### src/rtl/riscv_proc_ctrl_pkg.sv
// Shared constants and helpers for the fetch-control slice of the processor.
package riscv_proc_ctrl_pkg;

    localparam int DEPTH_DEF = 8;
    localparam int WIDTH_DEF = 32;

    // Smallest b with 2**b >= n; returns 0 for n <= 1.
    function automatic int clog2(input int n);
        int b;
        b = 0;
        while ((32'sd1 <<< b) < n) begin
            b = b + 1;
        end
        return b;
    endfunction

endpackage

### src/rtl/riscv_proc_ctrl_occ.sv
// Up/down occupancy counter with synchronous load; the increment and decrement
// amounts are small so several events can retire in the same cycle.
module riscv_proc_ctrl_occ
    import riscv_proc_ctrl_pkg::*;
#(
    parameter int W = 4
) (
    input  logic         clk,
    input  logic         reset,
    input  logic         load,
    input  logic [W-1:0] load_val,
    input  logic [1:0]   inc,
    input  logic [1:0]   dec,
    output logic [W-1:0] cnt
);

    logic [W-1:0] cnt_r;

    // Counter register: reset clears, load overrides, otherwise net inc/dec.
    always_ff @(posedge clk) begin
        if (!reset) begin
            cnt_r <= {W{1'b0}};
        end else if (load) begin
            cnt_r <= load_val;
        end else begin
            cnt_r <= cnt_r + W'(inc) - W'(dec);
        end
    end

    assign cnt = cnt_r;

endmodule

### src/rtl/riscv_proc_ctrl_fetch_q.sv
// Credit-based instruction fetch queue: issues imem requests only while a
// buffer slot is guaranteed, buffers responses in order, and drops stale ones after a kill.
module riscv_proc_ctrl_fetch_q
    import riscv_proc_ctrl_pkg::*;
#(
    parameter int DEPTH = DEPTH_DEF,
    parameter int WIDTH = WIDTH_DEF
) (
    input  logic             clk,
    input  logic             reset,
    input  logic             pc_val,
    output logic             pc_rdy,
    output logic             mem_req_val,
    input  logic             mem_req_rdy,
    input  logic             mem_resp_val,
    input  logic [WIDTH-1:0] mem_resp_data,
    input  logic             kill,
    output logic             inst_val,
    output logic [WIDTH-1:0] inst_data,
    input  logic             inst_rdy
);

    localparam int AW = clog2(DEPTH);
    localparam int CW = AW + 1;
    localparam logic [CW-1:0] DEPTH_C = CW'(DEPTH);

    logic [CW-1:0]    c_cnt_s;
    logic [CW-1:0]    f_cnt_s;
    logic [CW-1:0]    d_cnt_s;
    logic [CW-1:0]    kill_d_s;
    logic             credit_ok_s;
    logic             buf_empty_s;
    logic             issue_s;
    logic             deq_s;
    logic             drop_s;
    logic             wr_s;
    logic [1:0]       c_inc_s;
    logic [1:0]       c_dec_s;
    logic [1:0]       f_inc_s;
    logic [1:0]       f_dec_s;
    logic [1:0]       d_dec_s;
    logic [AW-1:0]    wr_ptr_r;
    logic [AW-1:0]    rd_ptr_r;
    logic [WIDTH-1:0] mem_r [DEPTH];

    // Handshakes and counter deltas. Every buffered word is accounted as
    // C - F, so the queue is empty exactly when C equals F.
    always_comb begin
        credit_ok_s = (c_cnt_s < DEPTH_C);
        buf_empty_s = (c_cnt_s == f_cnt_s);
        inst_val    = reset && !buf_empty_s;
        mem_req_val = reset && pc_val && credit_ok_s && !kill;
        pc_rdy      = reset && mem_req_rdy && credit_ok_s && !kill;
        issue_s     = pc_val && pc_rdy;
        deq_s       = inst_val && inst_rdy && !kill;
        drop_s      = mem_resp_val && (d_cnt_s != {CW{1'b0}});
        wr_s        = mem_resp_val && (d_cnt_s == {CW{1'b0}}) && !kill;
        kill_d_s    = f_cnt_s - CW'(mem_resp_val);
        c_inc_s     = {1'b0, issue_s};
        c_dec_s     = {1'b0, drop_s} + {1'b0, deq_s};
        f_inc_s     = {1'b0, issue_s};
        f_dec_s     = {1'b0, mem_resp_val};
        d_dec_s     = {1'b0, drop_s};
    end

    riscv_proc_ctrl_occ #(.W(CW)) u_credit (
        .clk      (clk),
        .reset    (reset),
        .load     (kill),
        .load_val (kill_d_s),
        .inc      (c_inc_s),
        .dec      (c_dec_s),
        .cnt      (c_cnt_s)
    );

    riscv_proc_ctrl_occ #(.W(CW)) u_inflight (
        .clk      (clk),
        .reset    (reset),
        .load     (1'b0),
        .load_val ({CW{1'b0}}),
        .inc      (f_inc_s),
        .dec      (f_dec_s),
        .cnt      (f_cnt_s)
    );

    riscv_proc_ctrl_occ #(.W(CW)) u_drop (
        .clk      (clk),
        .reset    (reset),
        .load     (kill),
        .load_val (kill_d_s),
        .inc      (2'b00),
        .dec      (d_dec_s),
        .cnt      (d_cnt_s)
    );

    // FIFO pointers; a kill empties the buffer by snapping the head to the tail.
    always_ff @(posedge clk) begin
        if (!reset) begin
            wr_ptr_r <= {AW{1'b0}};
            rd_ptr_r <= {AW{1'b0}};
        end else begin
            if (wr_s) begin
                wr_ptr_r <= wr_ptr_r + AW'(1);
            end else begin
                wr_ptr_r <= wr_ptr_r;
            end
            if (kill) begin
                rd_ptr_r <= wr_ptr_r;
            end else if (deq_s) begin
                rd_ptr_r <= rd_ptr_r + AW'(1);
            end else begin
                rd_ptr_r <= rd_ptr_r;
            end
        end
    end

    // Response storage; contents are only meaningful while inst_val is high.
    always_ff @(posedge clk) begin
        if (wr_s) begin
            mem_r[wr_ptr_r] <= mem_resp_data;
        end
    end

    assign inst_data = mem_r[rd_ptr_r];

endmodule

### config.mk
export PLATFORM = sky130hd
export DESIGN_NAME = riscv_proc_ctrl_fetch_q
export DESIGN_NICKNAME = d
export VERILOG_FILES = /design/src/rtl/riscv_proc_ctrl_pkg.sv /design/src/rtl/riscv_proc_ctrl_occ.sv /design/src/rtl/riscv_proc_ctrl_fetch_q.sv
export SDC_FILE = /design/constraint.sdc
export NUM_CORES = 1
export LEC_CHECK = 0
export BUFFER_PORTS_ARGS = -buffer_cell sky130_fd_sc_hd__clkbuf_2
export CORE_UTILIZATION = 36
export DETAILED_ROUTE_END_ITERATION = 6
export HOLD_SLACK_MARGIN = 0.12
export PLACE_DENSITY = 0.59
export SLEW_MARGIN = 40
export SYNTH_ARGS = -nofsm -noshare
export SYNTH_HDL_FRONTEND = slang
export SYNTH_SLANG_ARGS = --single-unit
### constraint.sdc
create_clock -name clk -period 3.9 [get_ports clk]
set_input_delay 0.39 -clock clk [delete_from_list [all_inputs] [get_ports clk]]
set_output_delay 0.39 -clock clk [all_outputs]
set_load 0.01 [all_outputs]
==> summary.md, run 1 <==
| Metric | Value |
|---|---|
| Initial antenna violation count | 1 |
| Biggest area consumer among synthesized cells | edfxtp_1 |
| Syn Nets | 563 |
| H-tree levels | 1 |
| Setup TNS | 0 ps |
| CP Class | flip-flop to flip-flop |
| Post-synth top cells | edfxtp_1, mux4_1, mux2_2 |
| RSZ-0062 raised after global routing | false |
| GPL Wtd Cong | 0.743 |
| Startpoint Class | flip-flop |
| Share of layout cells above drive strength 1 | 30.8% |
| Clock skew | 17.3 ps |
| Max Slew Vio Count | 0 |
| CTS tree | yes |
| Worst slew pin tran | 690 ps |
| Rel. slew slack | 53.9% |
| CTS buffer count | 30 |
| Top cells by area, synth | edfxtp_1, mux4_1, mux4_2 |
| DIE WIDTH | 177 um |
| Sequential share of the synthesized area | 73.8% |
| Routed Wire Length | 21,400 um |
| Core Box Area | 0.0299 sq mm |
| Post-route core utilization | 43.9% |
| Family with the most delay on the worst path | adder cells |
| Max Cap Viol | 0 |
| EDFF count, synth | 256 |
| Sequential cell area | 0.00812 sq mm |
| Synth async-reset ratio | 0% |
| Tot Pwr | 0.00678 W |
| Post-DP HPWL | 11,600 um |
| Worst path slowest cell | fa_1 |
| Layout area overhead | 19.3% |
| Total global routing overflow | 0 |
| F_max | 0.335 GHz |
| Area of the mapped netlist | 0.0110 sq mm |
| Minimum clock period | 2990 ps |
| Predominant post-synthesis flop cell | edfxtp_1 |
| Die Y | 177 um |
| Mapped Avg Cell Area | 21.6 sq um |
| Global-route wire length before repair | 32,600 um |
| Final setup viols | 0 |
| Post-DRT Antenna Nets | 0 |
| Post-CTS Setup Bufs | 0 |
| # IOs | 74 |
| WP buf/inv | 1 |
| CP max stage delay | 480 ps |
| Syn Inst Count | 508 |
| Router iterations before antenna repair | 4 |
| Worst Setup End Kind | flip-flop |
| Initial DRC Count | 246 |
| Required time worst endpoint | 4330 ps |
| Count leader, synth | edfxtp_1 |
| Reg clk slew, reported paths | 60 ps |
| Pin count of the biggest net entering global routing | 65 |
| CTS root buffer | clkbuf_16 |
| Nets | 686 |
| Power Dens Cells | 517 mW/mm^2 |
| Vias in the first global route | 5,661 |
| Leak | 4.41 nW |
| Initial Utilization | 36.8% |
| Synth Warn # | 0 |
| Vias post-DR | 5,167 |
| # rows | 63 |
| Cell variety after synth | 35 |
| Vias per inst | 4.94 |
| Clock Path Buffers | 3 |
| Area of the multi-input gates | 0.00275 sq mm |
| Crit share post-route | 76.5% |
| Port buffer count | 73 |
| Final hold vios | 0 |
| Worst hold path type | input port to flip-flop |
| Synth Register Bits | 277 |
| Tot GR Track Use | 14.1% |
| Critical path fanouts, max | 5 |
| Crit path DAT | 3410 ps |
| Latest clock arrival within the worst-skew pair | 550 ps |
| # clock sinks | 277 |
| Die area | 0.0312 sq mm |
| Share of the synthesized area in the top cell type | 69.9% |
| Max rail drop VDD | 323 uV |
| Status | finished, final reports clean |
| CP cell instances | xnor2_1, a41oi_2, and3_1, fa_1, inv_1, ha_1, ha_1, fa_1, xor2_1, xnor2_1, nor2_1, nor2_1 |
| Drt wl/cell | 20.5 um |
| FILL cells | 2,556 |
| DRC viols | 0 |
[where the power goes]
group,switching (W),internal [W],total [W]
combinational,0.000359,0.000367,0.000725
clock,0.00113,0.00155,0.00267
sequential,0.0000640,0.00332,0.00338
[final timing paths]
path | slack, ps | cells after the start | endpoint | from
min reg2reg | 520 | 2 | wr_ptr_r[0] | wr_ptr_r[0]
max reg2reg | 910 | 12 | u_credit.cnt[3] | u_credit.cnt[3]
min | 140 | 1 | mem_r[0][3] | mem_resp_data[3]
max | 910 | 12 | u_credit.cnt[3] | u_credit.cnt[3]
[cells in the final DEF, fill, tap and decap left out, drive strengths merged]
master	instances
a211oi	1
a21boi	3
a21oi	5
a41oi	2
and2	6
and3	2
and4	1
buf	12
bufinv	2
clkbuf	108
clkinv	18
clkinvlp	1
dfxtp	21
diode	1
dlygate4sd3	27
edfxtp	256
fa	3
ha	13
inv	16
mux2	32
mux2i	2
mux4	64
nand2	10
nand2b	2
nand3	1
nand4	2
nor2	12
nor2b	3
nor3	3
nor3b	2
nor4	1
o21ai	8
or2	1
or3	1
xnor2	10
xor2	4
[timing repair]
item | in CTS | in global routing
gates resized for setup | 0 | 0
endpoints found under the hold margin | 207 | 0
hold buffers | 27 | 0
[per-layer routing]
metal  vias up  track usage [%]  wire (um)
met5         -                0          0
met4         0             3.16        404
met3        35             2.49        899
met2       106             25.2      11000
met1      2674             17.6       9180
li1       2352                -          -
[worst reg2reg max path: cells and delay by family, from the launching register on]
kind | cells | cell delay (ps)
compound gates | 1 | 260
xor+xnor | 3 | 500
simple gates | 3 | 400
flops | 1 | 430
fa+ha+maj | 4 | 1240
buf+inv | 1 | 40
[kinds of logic (layout without fill, tap and decap cells)]
kind of cell             count (synthesis)  after routing  share of synthesized area, %
multiplexers                            98             98                          17.9
AO/OA/AOI/OAI                           19             19                          1.09
buffers and inverters                   37            184                          1.75
XOR/XNOR                                14             14                          1.12
flip-flops                             277            277                          73.8
adder cells (fa/ha/maj)                 16             16                          2.03
other                                    0              1                             0
AND/OR/NAND/NOR                         47             47                          2.31
[layout make-up]
| cell class | instances | area share (%) |
|---|---|---|
| Sequential cell | 277 | 61.9 |
| Multi-Input combinational cell | 194 | 21.0 |
| Clock buffer | 35 | 5.87 |
| Timing Repair Buffer | 112 | 5.73 |
| Tap cell | 390 | 3.72 |
| Clock inverter | 21 | 1.34 |
| Inverter | 16 | 0.458 |
| Antenna cell | 1 | 0.0191 |
[registers in the layout, summed over array words and instances, names as in the netlist, named ones only]
signal          count
wr_ptr_r            3
mem_r             256
u_drop.cnt          4
u_credit.cnt        4
u_inflight.cnt      4
rd_ptr_r            3
[stage by stage]
step / hold WS (ps) / setup slack, ps / instances / area [sq um]
2_1_floorplan: 479 / 77.3 / 508 / 11000
5_1_grt: 142 / 727 / 1045 / 13100
3_3_place_gp: 504 / 645 / 961 / 11900
3_5_place_dp: 516 / 470 / 962 / 11900
4_1_cts: 122 / 910 / 1045 / 13100
6_report: 140 / 915 / 1046 / 13100
Note: power is estimated with default switching activity, not from simulation.
==> inputs of run 2 (changes only) <==
--- a/config.mk
+++ b/config.mk
@@ -9,7 +9,7 @@
 export CORE_UTILIZATION = 36
 export DETAILED_ROUTE_END_ITERATION = 6
 export HOLD_SLACK_MARGIN = 0.12
-export PLACE_DENSITY = 0.59
+export PLACE_DENSITY = 0.57
 export SLEW_MARGIN = 40
 export SYNTH_ARGS = -nofsm -noshare
 export SYNTH_HDL_FRONTEND = slang
==> constraint.sdc (replaced) <==
create_clock -name clk -period 3 [get_ports clk]
set_input_delay 0.3 -clock clk [delete_from_list [all_inputs] [get_ports clk]]
set_output_delay 0.3 -clock clk [all_outputs]
set_load 0.01 [all_outputs]
==> run 2 against run 1 <==
Net effect:
- critical endpoint unchanged
- die area is the same
- global-route usage decreased by 0.30 points
- largest cell class unchanged
- sequential power rose by 31%
==> summary.md, run 2 (synthesis gave the netlist of run 1 again) <==
| Metric | Value |
|---|---|
| Status | finished, final reports clean (unchanged) |
| FILL cells | 2,491 (was 2,556) |
| CTS tree | yes (unchanged) |
| Clock skew | 14.3 ps (was 17.3 ps) |
| M1 WL | 9280 um (was 9180 um) |
| Final setup viols | 0 (unchanged) |
| F_max | 0.344 GHz (was 0.335 GHz) |
| Total global routing overflow | 0 (unchanged) |
| Vias per inst | 5.01 (was 4.94) |
| Clock Path Buffers | 3 (unchanged) |
| Routed Wire Length | 21,300 um (was 21,400 um) |
| Final hold vios | 0 (unchanged) |
| Latest clock arrival within the worst-skew pair | 530 ps (was 550 ps) |
| Worst Setup End Kind | flip-flop (unchanged) |
| RSZ-0062 raised after global routing | false (unchanged) |
| Pre-CTS setup slack | -7.95 ps (was 470 ps) |
| Commonest non-fill, non-tap cell in the layout | edfxtp_1 (unchanged) |
| Dpl cell area | 0.0121 sq mm (was 0.0119 sq mm) |
| DR WL met2 | 10,700 um (was 11,000 um) |
| Fin area | 0.0134 sq mm (was 0.0131 sq mm) |
| CTS root buffer | clkbuf_16 (unchanged) |
| Required time worst endpoint | 3410 ps (was 4330 ps) |
| Drt wl/cell | 20.2 um (was 20.5 um) |
| H-tree levels | 1 (unchanged) |
| Post-DP HPWL | 12,100 um (was 11,600 um) |
| Initial DRC Count | 433 (was 246) |
| NetSw | 0.00202 W (was 0.00155 W) |
| Worst hold path type | input port to flip-flop (unchanged) |
| CP Class | flip-flop to flip-flop (unchanged) |
| Commonest non-fill, non-tap cells in the layout | edfxtp_1, clkbuf_2, mux4_1 (unchanged) |
| Share of layout cells above drive strength 1 | 32.5% (was 30.8%) |
| DRC viols | 0 (unchanged) |
| # IOs | 74 (unchanged) |
| Crit path DAT | 3310 ps (was 3410 ps) |
| # clock sinks | 277 (unchanged) |
| Vias in the first global route | 5,476 (was 5,661) |
| Core Box Area | 0.0299 sq mm (unchanged) |
| Pin count of the biggest net entering global routing | 33 (was 65) |
| CTS buffer count | 29 (was 30) |
| Rel. slew slack | 57.8% (was 53.9%) |
| Power Dens Cells | 682 mW/mm^2 (was 517 mW/mm^2) |
| Worst setup margin | 94.7 ps (was 915 ps) |
| Initial Utilization | 36.8% (unchanged) |
| Layout area overhead | 22.2% (was 19.3%) |
| Startpoint Class | flip-flop (unchanged) |
| Port buffer count | 73 (unchanged) |
| Max Slew Vio Count | 0 (unchanged) |
| Initial antenna violation count | 0 (was 1) |
| Tot GR Track Use | 13.8% (was 14.1%) |
| Worst slew pin tran | 634 ps (was 690 ps) |
| Crit share post-route | 96.8% (was 76.5%) |
| Die Y | 177 um (unchanged) |
| Reg with most FFs | mem_r (unchanged) |
| Clock power frac | 40.7% (was 39.4%) |
| DIE WIDTH | 177 um (unchanged) |
| Internal power | 0.00713 W (was 0.00523 W) |
| Max rail drop VDD | 369 uV (was 323 uV) |
| GPL Wtd Cong | 0.841 (was 0.743) |
| Cell count after placement | 967 (was 962) |
| Net Sw Frac | 22.1% (was 22.8%) |
| Nets | 696 (was 686) |
| Leak | 4.51 nW (was 4.41 nW) |
| Number of flip-flops in the largest register | 256 (unchanged) |
| Post-DRT Antenna Nets | 0 (unchanged) |
| # rows | 63 (unchanged) |
| Ant. Diodes | 0 (was 1) |
| Die area | 0.0312 sq mm (unchanged) |
| Hold WS | 179 ps (was 140 ps) |
| Vias post-DR | 5,262 (was 5,167) |
| Fin cells | 1,051 (was 1,046) |
| Global-route wire length before repair | 32,000 um (was 32,600 um) |
| Minimum clock period | 2910 ps (was 2990 ps) |
| Post-CTS Setup Bufs | 0 (unchanged) |
| Max Cap Viol | 0 (unchanged) |
| Sequential Power Share | 48.4% (was 49.9%) |
| Metal3 WL | 966 um (was 899 um) |
| Reg clk slew, reported paths | 70 ps (was 60 ps) |
| Top Metal Used | met4 (unchanged) |
| Router iterations before antenna repair | 4 (unchanged) |
| Critical path fanouts, max | 3 (was 5) |
| Power share of the combinational group | 10.9% (was 10.7%) |
==> run 2: cell count changes in the layout (fill, tap and decap cells not counted), sizes merged <==
| cell | before | now |
|---|---|---|
| buf | 12 | 17 |
| diode | 1 | 0 |
| clkinvlp | 1 | 2 |
| dlygate4sd3 | 27 | 33 |
| clkinv | 18 | 11 |
| clkbuf | 108 | 105 |
| bufinv | 2 | 6 |
==> run 2: area by class of cell <==
type	instances	area (sq um)	area share [%]
Clock inverter	19	270	2.01
Sequential cell	277	8120	60.5
Timing Repair Buffer	123	961	7.16
Clock buffer	32	737	5.49
Tap cell	390	488	3.63
Multi-Input combinational cell	194	2790	20.8
Inverter	16	60.1	0.447
==> run 2: timing repair <==
item / CTS / global route
setup endpoints to repair: 0 / 1
hold endpoints to repair: 258 / 0
hold buffers: 33 / 0
gates resized for setup: 0 / 8
==> run 2: path summary, 6_finish.rpt <==
check	start	end	slack [ps]	cells past startpoint
min	kill	u_credit.cnt[0]	180	3
min reg2reg	wr_ptr_r[0]	wr_ptr_r[0]	520	2
max	u_credit.cnt[2]	u_credit.cnt[3]	90	12
max reg2reg	u_credit.cnt[2]	u_credit.cnt[3]	90	12
==> run 2: layer usage <==
metal / global-route usage [%] / vias up
li1: - / 2370
met1: 17.8 / 2767
met2: 23.7 / 94
met3: 2.79 / 31
met4: 3.20 / 0
met5: 0 / -
==> run 2: critical path, stage by stage (launching register included) <==
cell     delay, ps
dfxtp_1        420
xnor2_2        150
a41oi_2        150
and3_1         230
fa_1           490
inv_1           50
ha_1           190
ha_1           210
fa_1           410
xor2_1         200
xnor2_1        140
nor2_1          90
nor2_1          50
==> run 2: per-stage QoR <==
step,TNS (ps),utilization [%],power [W]
floorplan,0,-,0.00511
global placement,0,40.4,0.00540
detailed placement,-7.95,40.4,0.00545
CTS,0,44.8,0.00921
finish,0,45.0,0.00915
global route,0,45.0,0.00948
==> run 2: power by group through the flow <==
stage                     Sequential [W]  Clock (W)  Combinational, W
after floorplan                  0.00445          0          0.000668
after global placement           0.00449          0          0.000912
after detailed placement         0.00450          0          0.000948
after CTS                        0.00442    0.00380          0.000990
after global routing             0.00444    0.00395           0.00109
final                            0.00443    0.00373          0.000996
==> inputs of run 3 (changes only) <==
==> constraint.sdc (replaced) <==
create_clock -name clk -period 3.6 [get_ports clk]
set_input_delay 0.36 -clock clk [delete_from_list [all_inputs] [get_ports clk]]
set_output_delay 0.36 -clock clk [all_outputs]
set_load 0.01 [all_outputs]
==> run 3 against run 2 <==
Net effect:
- total power decreased by 20%
- die area unchanged
- largest cell class unchanged
- final cell count is essentially flat
- clock skew decreased by 1.3 ps
- register-to-register slack better by 420 ps
- first-iteration DRC count is 29% lower
- critical path depth did not move
- sequential share of layout area is 1.0 points higher
- critical endpoint unchanged
==> summary.md, run 3 (synthesis gave the netlist of run 1 again) <==
| Metric | Value |
|---|---|
| Drt wl/cell | 20.6 um (was 20.2 um) |
| Worst slew pin tran | 614 ps (was 634 ps) |
| Vias per inst | 4.96 (was 5.01) |
| Max rail drop VDD | 304 uV (was 369 uV) |
| Rel. slew slack | 59.0% (was 57.8%) |
| Commonest non-fill, non-tap cell in the layout | edfxtp_1 (unchanged) |
| # rows | 63 (unchanged) |
| Pin count of the biggest net entering global routing | 32 (was 33) |
| Share of layout cells above drive strength 1 | 29.9% (was 32.5%) |
| Post-DP HPWL | 12,800 um (was 12,100 um) |
| Final hold vios | 0 (unchanged) |
| # IOs | 74 (unchanged) |
| Clock skew | 13.0 ps (was 14.3 ps) |
| CTS buffer count | 29 (unchanged) |
| DIE WIDTH | 177 um (unchanged) |
| Family with the most delay on the worst path | adder cells (unchanged) |
| CP Class | flip-flop to flip-flop (unchanged) |
| Dpl cell area | 0.0120 sq mm (was 0.0121 sq mm) |
| Tot Pwr | 0.00728 W (was 0.00915 W) |
| Startpoint Class | flip-flop (unchanged) |
| F_max | 0.324 GHz (was 0.344 GHz) |
| Post-DRT Antenna Nets | 0 (unchanged) |
| FILL cells | 2,553 (was 2,491) |
| Post-CTS Setup Bufs | 0 (unchanged) |
| WP buf/inv | 1 (unchanged) |
| Power Dens Cells | 552 mW/mm^2 (was 682 mW/mm^2) |
| H-tree levels | 1 (unchanged) |
| Die area | 0.0312 sq mm (unchanged) |
| Fin area | 0.0132 sq mm (was 0.0134 sq mm) |
| Setup TNS | 0 ps (unchanged) |
| Minimum clock period | 3090 ps (was 2910 ps) |
| Vias post-DR | 5,215 (was 5,262) |
| Vias in the first global route | 5,683 (was 5,476) |
| Core Box Area | 0.0299 sq mm (unchanged) |
| Max Cap Viol | 0 (unchanged) |
| Tot GR Track Use | 14.2% (was 13.8%) |
| CTS-repair resized insts | 0 (unchanged) |
| Commonest non-fill, non-tap cells in the layout | edfxtp_1, clkbuf_2, mux4_1 (unchanged) |
| Port buffer count | 73 (unchanged) |
| Nets | 697 (was 696) |
| Routed Wire Length | 21,700 um (was 21,300 um) |
| DRC viols | 0 (unchanged) |
| Leak | 4.43 nW (was 4.51 nW) |
| Worst path slowest cell | fa_1 (unchanged) |
| Initial DRC Count | 308 (was 433) |
| Hold_buf cts | 31 (was 33) |
| CTS root buffer | clkbuf_16 (unchanged) |
| Final setup viols | 0 (unchanged) |
| Number of flip-flops in the largest register | 256 (unchanged) |
| Layout area overhead | 20.1% (was 22.2%) |
| Reg with most FFs | mem_r (unchanged) |
| Router iterations before antenna repair | 4 (unchanged) |
| Latest clock arrival within the worst-skew pair | 530 ps (about the same) |
| Crit share post-route | 85.8% (was 96.8%) |
| Clock Path Buffers | 3 (unchanged) |
| Status | finished, final reports clean (unchanged) |
| Initial Utilization | 36.8% (unchanged) |
| Max Slew Vio Count | 0 (unchanged) |
| Critical path fanouts, max | 5 (was 3) |
| Global-route wire length before repair | 33,200 um (was 32,000 um) |
| Worst hold path type | input port to flip-flop (unchanged) |
| CP cell instances | xnor2_1, a41oi_2, and3_1, fa_1, inv_1, ha_1, ha_1, fa_1, xor2_1, xnor2_1, nor2_1, nor2_1 (was xnor2_2, a41oi_2, and3_1, fa_1, inv_1, ha_1, ha_1, fa_1, xor2_1, xnor2_1, nor2_1, nor2_1) |
| Initial antenna violation count | 0 (unchanged) |
| Die Y | 177 um (unchanged) |
| Crit path DAT | 3540 ps (was 3310 ps) |
| Post-route core utilization | 44.2% (was 45.0%) |
| CP max stage delay | 500 ps (was 490 ps) |
| GPL Wtd Cong | 0.823 (was 0.841) |
| Total global routing overflow | 0 (unchanged) |
| Worst Setup End Kind | flip-flop (unchanged) |
| Reg clk slew, reported paths | 60 ps (was 70 ps) |
| RSZ-0062 raised after global routing | false (unchanged) |
| Ant. Diodes | 0 (unchanged) |
| CTS tree | yes (unchanged) |
| # clock sinks | 277 (unchanged) |
| Required time worst endpoint | 4050 ps (was 3410 ps) |
## run 3: final cells by class
| cell class | count | area, sq um | area share, % |
|---|---|---|---|
| sequential | 277 | 8120 | 61.5 |
| multi-input combinational | 194 | 2750 | 20.9 |
| timing repair buffer | 124 | 888 | 6.73 |
| clock buffer | 37 | 756 | 5.73 |
| tap | 390 | 488 | 3.70 |
| clock inverter | 14 | 139 | 1.05 |
| inverter | 16 | 60.1 | 0.455 |
## run 3: worst register-to-register path: cells and delay by family, from the launching register on
family | cells | cell delay, ps
AND/OR/NAND/NOR | 3 | 420
adder cells (fa/ha/maj) | 4 | 1290
buffers and inverters | 1 | 60
XOR/XNOR | 3 | 580
AO/OA/AOI/OAI | 1 | 240
flip-flops | 1 | 430
## run 3: worst paths after layout
| kind | start | endpoint | slack, ps | cells past startpoint |
|---|---|---|---|---|
| worst max-delay path | u_credit.cnt[3] | u_credit.cnt[3] | 510 | 12 |
| worst min-delay path | mem_resp_data[28] | mem_r[5][28] | 140 | 1 |
| worst min register to register | wr_ptr_r[0] | wr_ptr_r[0] | 540 | 2 |
| worst max register to register | u_credit.cnt[3] | u_credit.cnt[3] | 510 | 12 |
## run 3: metal layers
| layer | GRT usage [%] | up-vias | routed length, um |
|---|---|---|---|
| li1 | - | 2361 | - |
| met1 | 19.4 | 2726 | 9910 |
| met2 | 23.8 | 96 | 10700 |
| met3 | 2.06 | 32 | 678 |
| met4 | 3.63 | 0 | 362 |
| met5 | 0 | - | 0 |
## run 3: where the power goes
part           internal (W)  total [W]  switching (W)
Clock               0.00168    0.00281        0.00113
Combinational      0.000405   0.000786       0.000381
Sequential          0.00359    0.00369      0.0000926
## run 3: per-stage QoR
stage	hold WS, ps	setup slack (ps)	std cells
2_1_floorplan	459	78.6	508
3_3_place_gp	503	589	970
3_5_place_dp	530	336	970
4_1_cts	124	447	1052
5_1_grt	148	368	1052
6_report	136	512	1052
